File: config.mk
export PLATFORM = sky130hd
export DESIGN_NAME = button_input
export DESIGN_NICKNAME = d
export VERILOG_FILES = /design/src/rtl/button_input_pkg.sv /design/src/rtl/button_input_debouncer.sv /design/src/rtl/button_input.sv
export SDC_FILE = /design/constraint.sdc
export NUM_CORES = 1
export LEC_CHECK = 0
export ABC_AREA = 0
export CAP_MARGIN = 20
export CORE_UTILIZATION = 30
export DETAILED_ROUTE_END_ITERATION = 12
export GPL_ROUTABILITY_DRIVEN = 0
export PLACE_DENSITY_LB_ADDON = 0.15
export SETUP_SLACK_MARGIN = 0.3
export SYNTH_ARGS = -nofsm -noshare
export SYNTH_HDL_FRONTEND = slang
export SYNTH_SLANG_ARGS = --single-unit
File: constraint.sdc
create_clock -name clk -period 4.92 [get_ports clk]
set_input_delay 0.492 -clock clk [delete_from_list [all_inputs] [get_ports clk]]
set_output_delay 0.492 -clock clk [all_outputs]
set_load 0.1 [all_outputs]
File: src/rtl/button_input_pkg.sv
// button_input_pkg
//   Shared configuration for the button input peripheral: register offsets
//   (word index taken from address[3:2]), the enable switch for the block and
//   the address decode helper used by the bus logic.
package button_input_pkg;

    localparam bit BUTTON_ENABLE = 1'b1;

    localparam logic [1:0] BTN_STATE  = 2'd0;
    localparam logic [1:0] BTN_EDGE   = 2'd1;
    localparam logic [1:0] BTN_IRQ_EN = 2'd2;
    localparam logic [1:0] BTN_RAW    = 2'd3;

    // Only the word index is decoded; byte offset and upper bits are don't-care.
    function automatic logic [1:0] reg_sel(input logic [31:0] address);
        return address[3:2];
    endfunction

endpackage

File: src/rtl/button_input_debouncer.sv
// button_input_debouncer
//   One input channel: 2-flop synchronizer, polarity correction, debounce
//   counter and the debounced level.
// Ports:
//   clk      in   system clock
//   reset_n  in   asynchronous active-low reset
//   button   in   asynchronous physical pin
//   sync     out  synchronized, polarity-corrected level (1 = pressed)
//   stable   out  debounced level
module button_input_debouncer #(
    parameter int DEBOUNCE_CYCLES = 250000,
    parameter int ACTIVE_LOW      = 1
) (
    input  logic clk,
    input  logic reset_n,
    input  logic button,
    output logic sync,
    output logic stable
);

    localparam int            CW       = $clog2(DEBOUNCE_CYCLES + 1);
    // Synchronizer resets to the physical idle level so that no press is
    // seen right after reset release.
    localparam logic          IDLE_PIN = (ACTIVE_LOW != 0);
    localparam logic [CW-1:0] LAST     = CW'(DEBOUNCE_CYCLES - 1);

    logic          meta_q;
    logic          sync_q;
    logic          stable_q;
    logic [CW-1:0] count_q;

    assign sync   = (ACTIVE_LOW != 0) ? ~sync_q : sync_q;
    assign stable = stable_q;

    always_ff @(posedge clk or negedge reset_n) begin
        if (!reset_n) begin
            meta_q   <= IDLE_PIN;
            sync_q   <= IDLE_PIN;
            stable_q <= 1'b0;
            count_q  <= '0;
        end else begin
            meta_q <= button;
            sync_q <= meta_q;
            if (sync != stable_q) begin
                // The increment that would reach DEBOUNCE_CYCLES commits the
                // new level instead of being stored.
                if (count_q == LAST) begin
                    stable_q <= sync;
                    count_q  <= '0;
                end else begin
                    count_q <= count_q + 1'b1;
                end
            end else begin
                count_q <= '0;
            end
        end
    end

endmodule

File: src/rtl/button_input.sv
// button_input
//   Memory-mapped push-button / switch input peripheral. Each pin is
//   synchronized and debounced; the debounced levels, sticky press flags,
//   interrupt mask and raw synchronized levels are readable on the bus.
// Ports:
//   clk         in   system clock
//   reset_n     in   asynchronous active-low reset
//   read/write  in   bus strobes
//   address     in   byte address, word index in [3:2]
//   write_data  in   bus write data
//   read_data   out  selected register while read=1, else 0
//   response    out  read | write
//   buttons     in   physical pins (asynchronous)
//   irq         out  |(EDGE & IRQ_EN)
module button_input
    import button_input_pkg::*;
#(
    parameter int NUM_INPUTS      = 8,
    parameter int DEBOUNCE_CYCLES = 250000,
    parameter int ACTIVE_LOW      = 1
) (
    input  logic                  clk,
    input  logic                  reset_n,
    input  logic                  read,
    input  logic                  write,
    input  logic [31:0]           address,
    input  logic [31:0]           write_data,
    output logic [31:0]           read_data,
    output logic                  response,
    input  logic [NUM_INPUTS-1:0] buttons,
    output logic                  irq
);

    logic [NUM_INPUTS-1:0] sync_vec;
    logic [NUM_INPUTS-1:0] stable_vec;
    logic [NUM_INPUTS-1:0] stable_prev_q;
    logic [NUM_INPUTS-1:0] edge_q;
    logic [NUM_INPUTS-1:0] edge_next;
    logic [NUM_INPUTS-1:0] edge_view;
    logic [NUM_INPUTS-1:0] irq_en_q;
    logic [NUM_INPUTS-1:0] rise;
    logic [1:0]            sel;
    logic                  wr_edge;
    logic                  wr_irq_en;
    logic                  unused_wdata;

    for (genvar i = 0; i < NUM_INPUTS; i++) begin : g_ch
        button_input_debouncer #(
            .DEBOUNCE_CYCLES(DEBOUNCE_CYCLES),
            .ACTIVE_LOW     (ACTIVE_LOW)
        ) u_deb (
            .clk    (clk),
            .reset_n(reset_n),
            .button (buttons[i]),
            .sync   (sync_vec[i]),
            .stable (stable_vec[i])
        );
    end

    assign sel          = reg_sel(address);
    assign wr_edge      = BUTTON_ENABLE && write && (sel == BTN_EDGE);
    assign wr_irq_en    = BUTTON_ENABLE && write && (sel == BTN_IRQ_EN);
    assign unused_wdata = ^write_data;

    assign rise = stable_vec & ~stable_prev_q;

    // A press becomes visible (EDGE readback and irq) in the same cycle the
    // debounced level rises; edge_q holds it from the following cycle on.
    assign edge_view = edge_q | rise;

    always_comb begin
        edge_next = edge_q;
        if (wr_edge) begin
            edge_next = edge_next & ~write_data[NUM_INPUTS-1:0];
        end
        // Applied after the clear so a coincident press is never lost.
        edge_next = edge_next | rise;
    end

    always_ff @(posedge clk or negedge reset_n) begin
        if (!reset_n) begin
            stable_prev_q <= '0;
            edge_q        <= '0;
            irq_en_q      <= '0;
        end else begin
            stable_prev_q <= stable_vec;
            edge_q        <= edge_next;
            if (wr_irq_en) begin
                irq_en_q <= write_data[NUM_INPUTS-1:0];
            end
        end
    end

    always_comb begin
        read_data = '0;
        if (read && BUTTON_ENABLE) begin
            case (sel)
                BTN_STATE:  read_data = 32'(stable_vec);
                BTN_EDGE:   read_data = 32'(edge_view);
                BTN_IRQ_EN: read_data = 32'(irq_en_q);
                BTN_RAW:    read_data = 32'(sync_vec);
                default:    read_data = '0;
            endcase
        end
    end

    assign response = read | write;
    assign irq      = BUTTON_ENABLE && (|(edge_view & irq_en_q));

endmodule

==> impl_metrics.yaml <==
run:
  maxCapViolCount: 0
clock_tree:
  insertion_delay_ns: 0.43
  clk_path_buf_depth: 2
  clkTransAtPathRegs_ns: 0.07
  ctsHoldBuffers: 0
  cts_buffers: 17
  cts_root_buf: "clkbuf_16"
  cts_resized: 0
  cts_sinks: 192
  cts_setup_buffers: 0
  h-tree-depth: 4
  cts_tree: "built"
global_route:
  grt_use_total: 0.132
  antenna_found_initial: 1
  grt_max_degree: 108
  grt_pass1_vias: 6413
  grt_pass1_wl_mm: 32.9
  overflow: 0
finish:
  multi_input_area_sq_um: 4180
  fin_area_sq_um: 10600
  fillers: 3110
  drive_gt1_frac: 0.0851
  regArea_sq_um: 4820
  synthToLayoutAreaGrowth_pct: 13.8
  layout.nets: 1058
synthesis:
  netlist_area_sq_um: 9320
  syn_area_per_cell_sq_um: 9.97
  synth_warnings: 0
  synthDistinctLibCells: 47
  ys_seq_elements: 192
  syn_inst: 935
  seq_area_frac_synth: 0.518
pwr:
  leakage_nw: 4.19
  worst_ir_drop_vdd_uv: 253
  power_density_nw_per_um2: 319
timing:
  finalHoldViolations: 0
  fin_hold_ws_ns: 0.0688
  relSlewSlack: 0.286
  finalSetupViolCount: 0
  min_period_ns: 3.19
  grt_setup_unrepaired: "no"
  tightestPinTransition_ns: 1.07
  finClkSkew_ns: 0.0108
  fin_crit_sh: 0.649
  final-max-slew-violation-count: 0
  clock.fmax_mhz: 313
  fin_tns_setup_ns: 0
critical_path:
  crit_type: "reg -> out"
  crit_required_ns: 4.43
  startpoint_type: "flip-flop"
  r2r_slack_ns: 2.61
  path_max_fanout: 5
  crit_path_end_kind: "output pin"
  cp.arrival_ns: 2.70
min_path:
  hp-class: "in -> async"
placed_design:
  port_buffers: 31
  placed_cell_area_sq_um: 9990
  dp_hpwl_mm: 12.8
floorplan:
  die_h_microns: 178
  start_util: 0.305
  pin_count: 110
  design.core.area_sq_um: 30600
  row_count: 64
  dieArea_sq_um: 31800
  die-width_microns: 178
drt:
  drtIter0Drc: 378
  totalWireLength_mm: 19.2
  vias: 6556
  post-route-drc-count: 0
  ant_nets: 0
  vias_per_cell: 4.74
  routedWlPerCell_microns: 13.9
  dr.pass1.iters: 4
outcome:
  outcome: "finished, final reports clean"
==> layout make-up <==
cell class / instances / area share
repair buffers: 38 / 0.0339
multi-input cells: 691 / 0.395
clock buffers: 21 / 0.0434
diodes: 1 / 0.000236
inverters: 34 / 0.0120
well taps: 396 / 0.0467
clock inverters: 11 / 0.0142
flip-flops and latches: 192 / 0.455
==> critical path, cell delays in order, from the launching register on <==
cell and delay, ns:
dfrtp_1 0.44, nor2b_1 0.18, o21ai_0 0.22, nand4_1 0.12, or2_2 0.28, clkdlybuf4s50_1 1.02
==> cells by family after synthesis <==
kind of cell	synth area share
AO/OA/AOI/OAI	0.0524
XOR/XNOR	0.116
adder cells (fa/ha/maj)	0.0107
buffers and inverters	0.0427
flip-flops	0.518
multiplexers	0.0226
other	0.000402
AND/OR/NAND/NOR	0.238
==> worst paths after layout <==
kind	startpoint	end	cells past startpoint
max in group asynchronous	reset_n	g_ch[3].u_deb.count_q[10]	2
worst max register to register	g_ch[4].u_deb.count_q[10]	g_ch[4].u_deb.count_q[10]	5
worst max-delay path	g_ch[4].u_deb.stable	irq	5
min in group clk	g_ch[5].u_deb.meta_q	g_ch[5].u_deb.sync_q	0
worst min register to register	g_ch[5].u_deb.meta_q	g_ch[5].u_deb.sync_q	0
worst min-delay path	reset_n	g_ch[6].u_deb.count_q[11]	1
==> routing by layer <==
layer | up-vias | routed length [microns] | track usage
li1 | 3283 | - | -
met1 | 3187 | 10000 | 0.186
met2 | 71 | 8220 | 0.195
met3 | 15 | 605 | 0.0309
met4 | 0 | 322 | 0.0480
met5 | - | 0 | 0
==> cells in the mapped netlist (all sizes together) <==
| cell | count | area share |
|---|---|---|
| nor4 | 44 | 0.030 |
| conb | 1 | 0.00040 |
| a21o | 8 | 0.0064 |
| or4 | 11 | 0.0093 |
| o21ai | 30 | 0.018 |
| mux2 | 8 | 0.0097 |
| xor2 | 19 | 0.018 |
| mux2i | 12 | 0.013 |
| or2 | 4 | 0.0027 |
| nor2b | 11 | 0.0074 |
| a21oi | 13 | 0.0070 |
| ha | 8 | 0.011 |
| inv | 34 | 0.014 |
| and4 | 2 | 0.0019 |
| nand4b | 3 | 0.0028 |
| o311ai | 8 | 0.0075 |
| nand3b | 1 | 0.00081 |
| nand4 | 45 | 0.031 |
| nor2 | 157 | 0.063 |
| dfrtp | 176 | 0.47 |
| a41o | 1 | 0.0011 |
| or3 | 9 | 0.0060 |
| nand3 | 50 | 0.027 |
| and3 | 5 | 0.0034 |
| and3b | 1 | 0.00094 |
| buf | 31 | 0.025 |
| nand2 | 54 | 0.022 |
| a31o | 1 | 0.00094 |
| dfstp | 16 | 0.045 |
| or4b | 4 | 0.0043 |
| clkbuf | 10 | 0.0040 |
| nor3 | 29 | 0.016 |
| o31ai | 8 | 0.0064 |
| nand2b | 1 | 0.00067 |
| nor4b | 2 | 0.0019 |
| and2 | 9 | 0.0060 |
| o41ai | 3 | 0.0052 |
| xnor2 | 104 | 0.098 |
| nor4bb | 2 | 0.0021 |
==> power by group <==
| part | switching [mW] | internal (mW) |
|---|---|---|
| Combinational | 0.209 | 0.0662 |
| Clock | 0.628 | 0.833 |
| Sequential | 0.0311 | 1.62 |
==> flip-flops by register name, indices dropped and copies added (netlist names) <==
signal and flops:
g_ch.u_deb.count_q 144, stable_prev_q 8, irq_en_q 8, g_ch.u_deb.sync_q 8, g_ch.u_deb.meta_q 8, edge_q 8
g_ch.u_deb.stable 8
==> cell usage in the layout (no fill, tap or decap), types with 11 or more instances in the layout <==
master           synthesis  layout
nand3_1                 50      50
conb_1                   1      24
nor4_1                  44      44
nor2b_1                 11      11
nand4_1                 44      44
xor2_1                  19      19
clkbuf_16                0      17
buf_4                   26      14
nand2_1                 54      54
dfrtp_1                176     176
dfstp_2                 16      16
clkdlybuf4s50_1          0      22
nor3_1                  29      29
inv_1                   34      34
o21ai_0                 26      26
nor2_1                 157     157
xnor2_1                104     104
mux2i_1                 12      12
a21oi_1                 13      13
==> metrics by stage <==
step	setup slack, ns	std cells	power [mW]	utilization
2_1_floorplan	2.34	958	1.88	-
3_3_place_gp	1.82	1351	1.96	0.327
3_5_place_dp	1.79	1351	1.96	0.327
4_1_cts	1.69	1383	3.45	0.347
5_1_grt	1.50	1383	3.54	0.347
6_report	1.73	1384	3.39	0.347
Note: power is estimated with default switching activity, not from simulation.
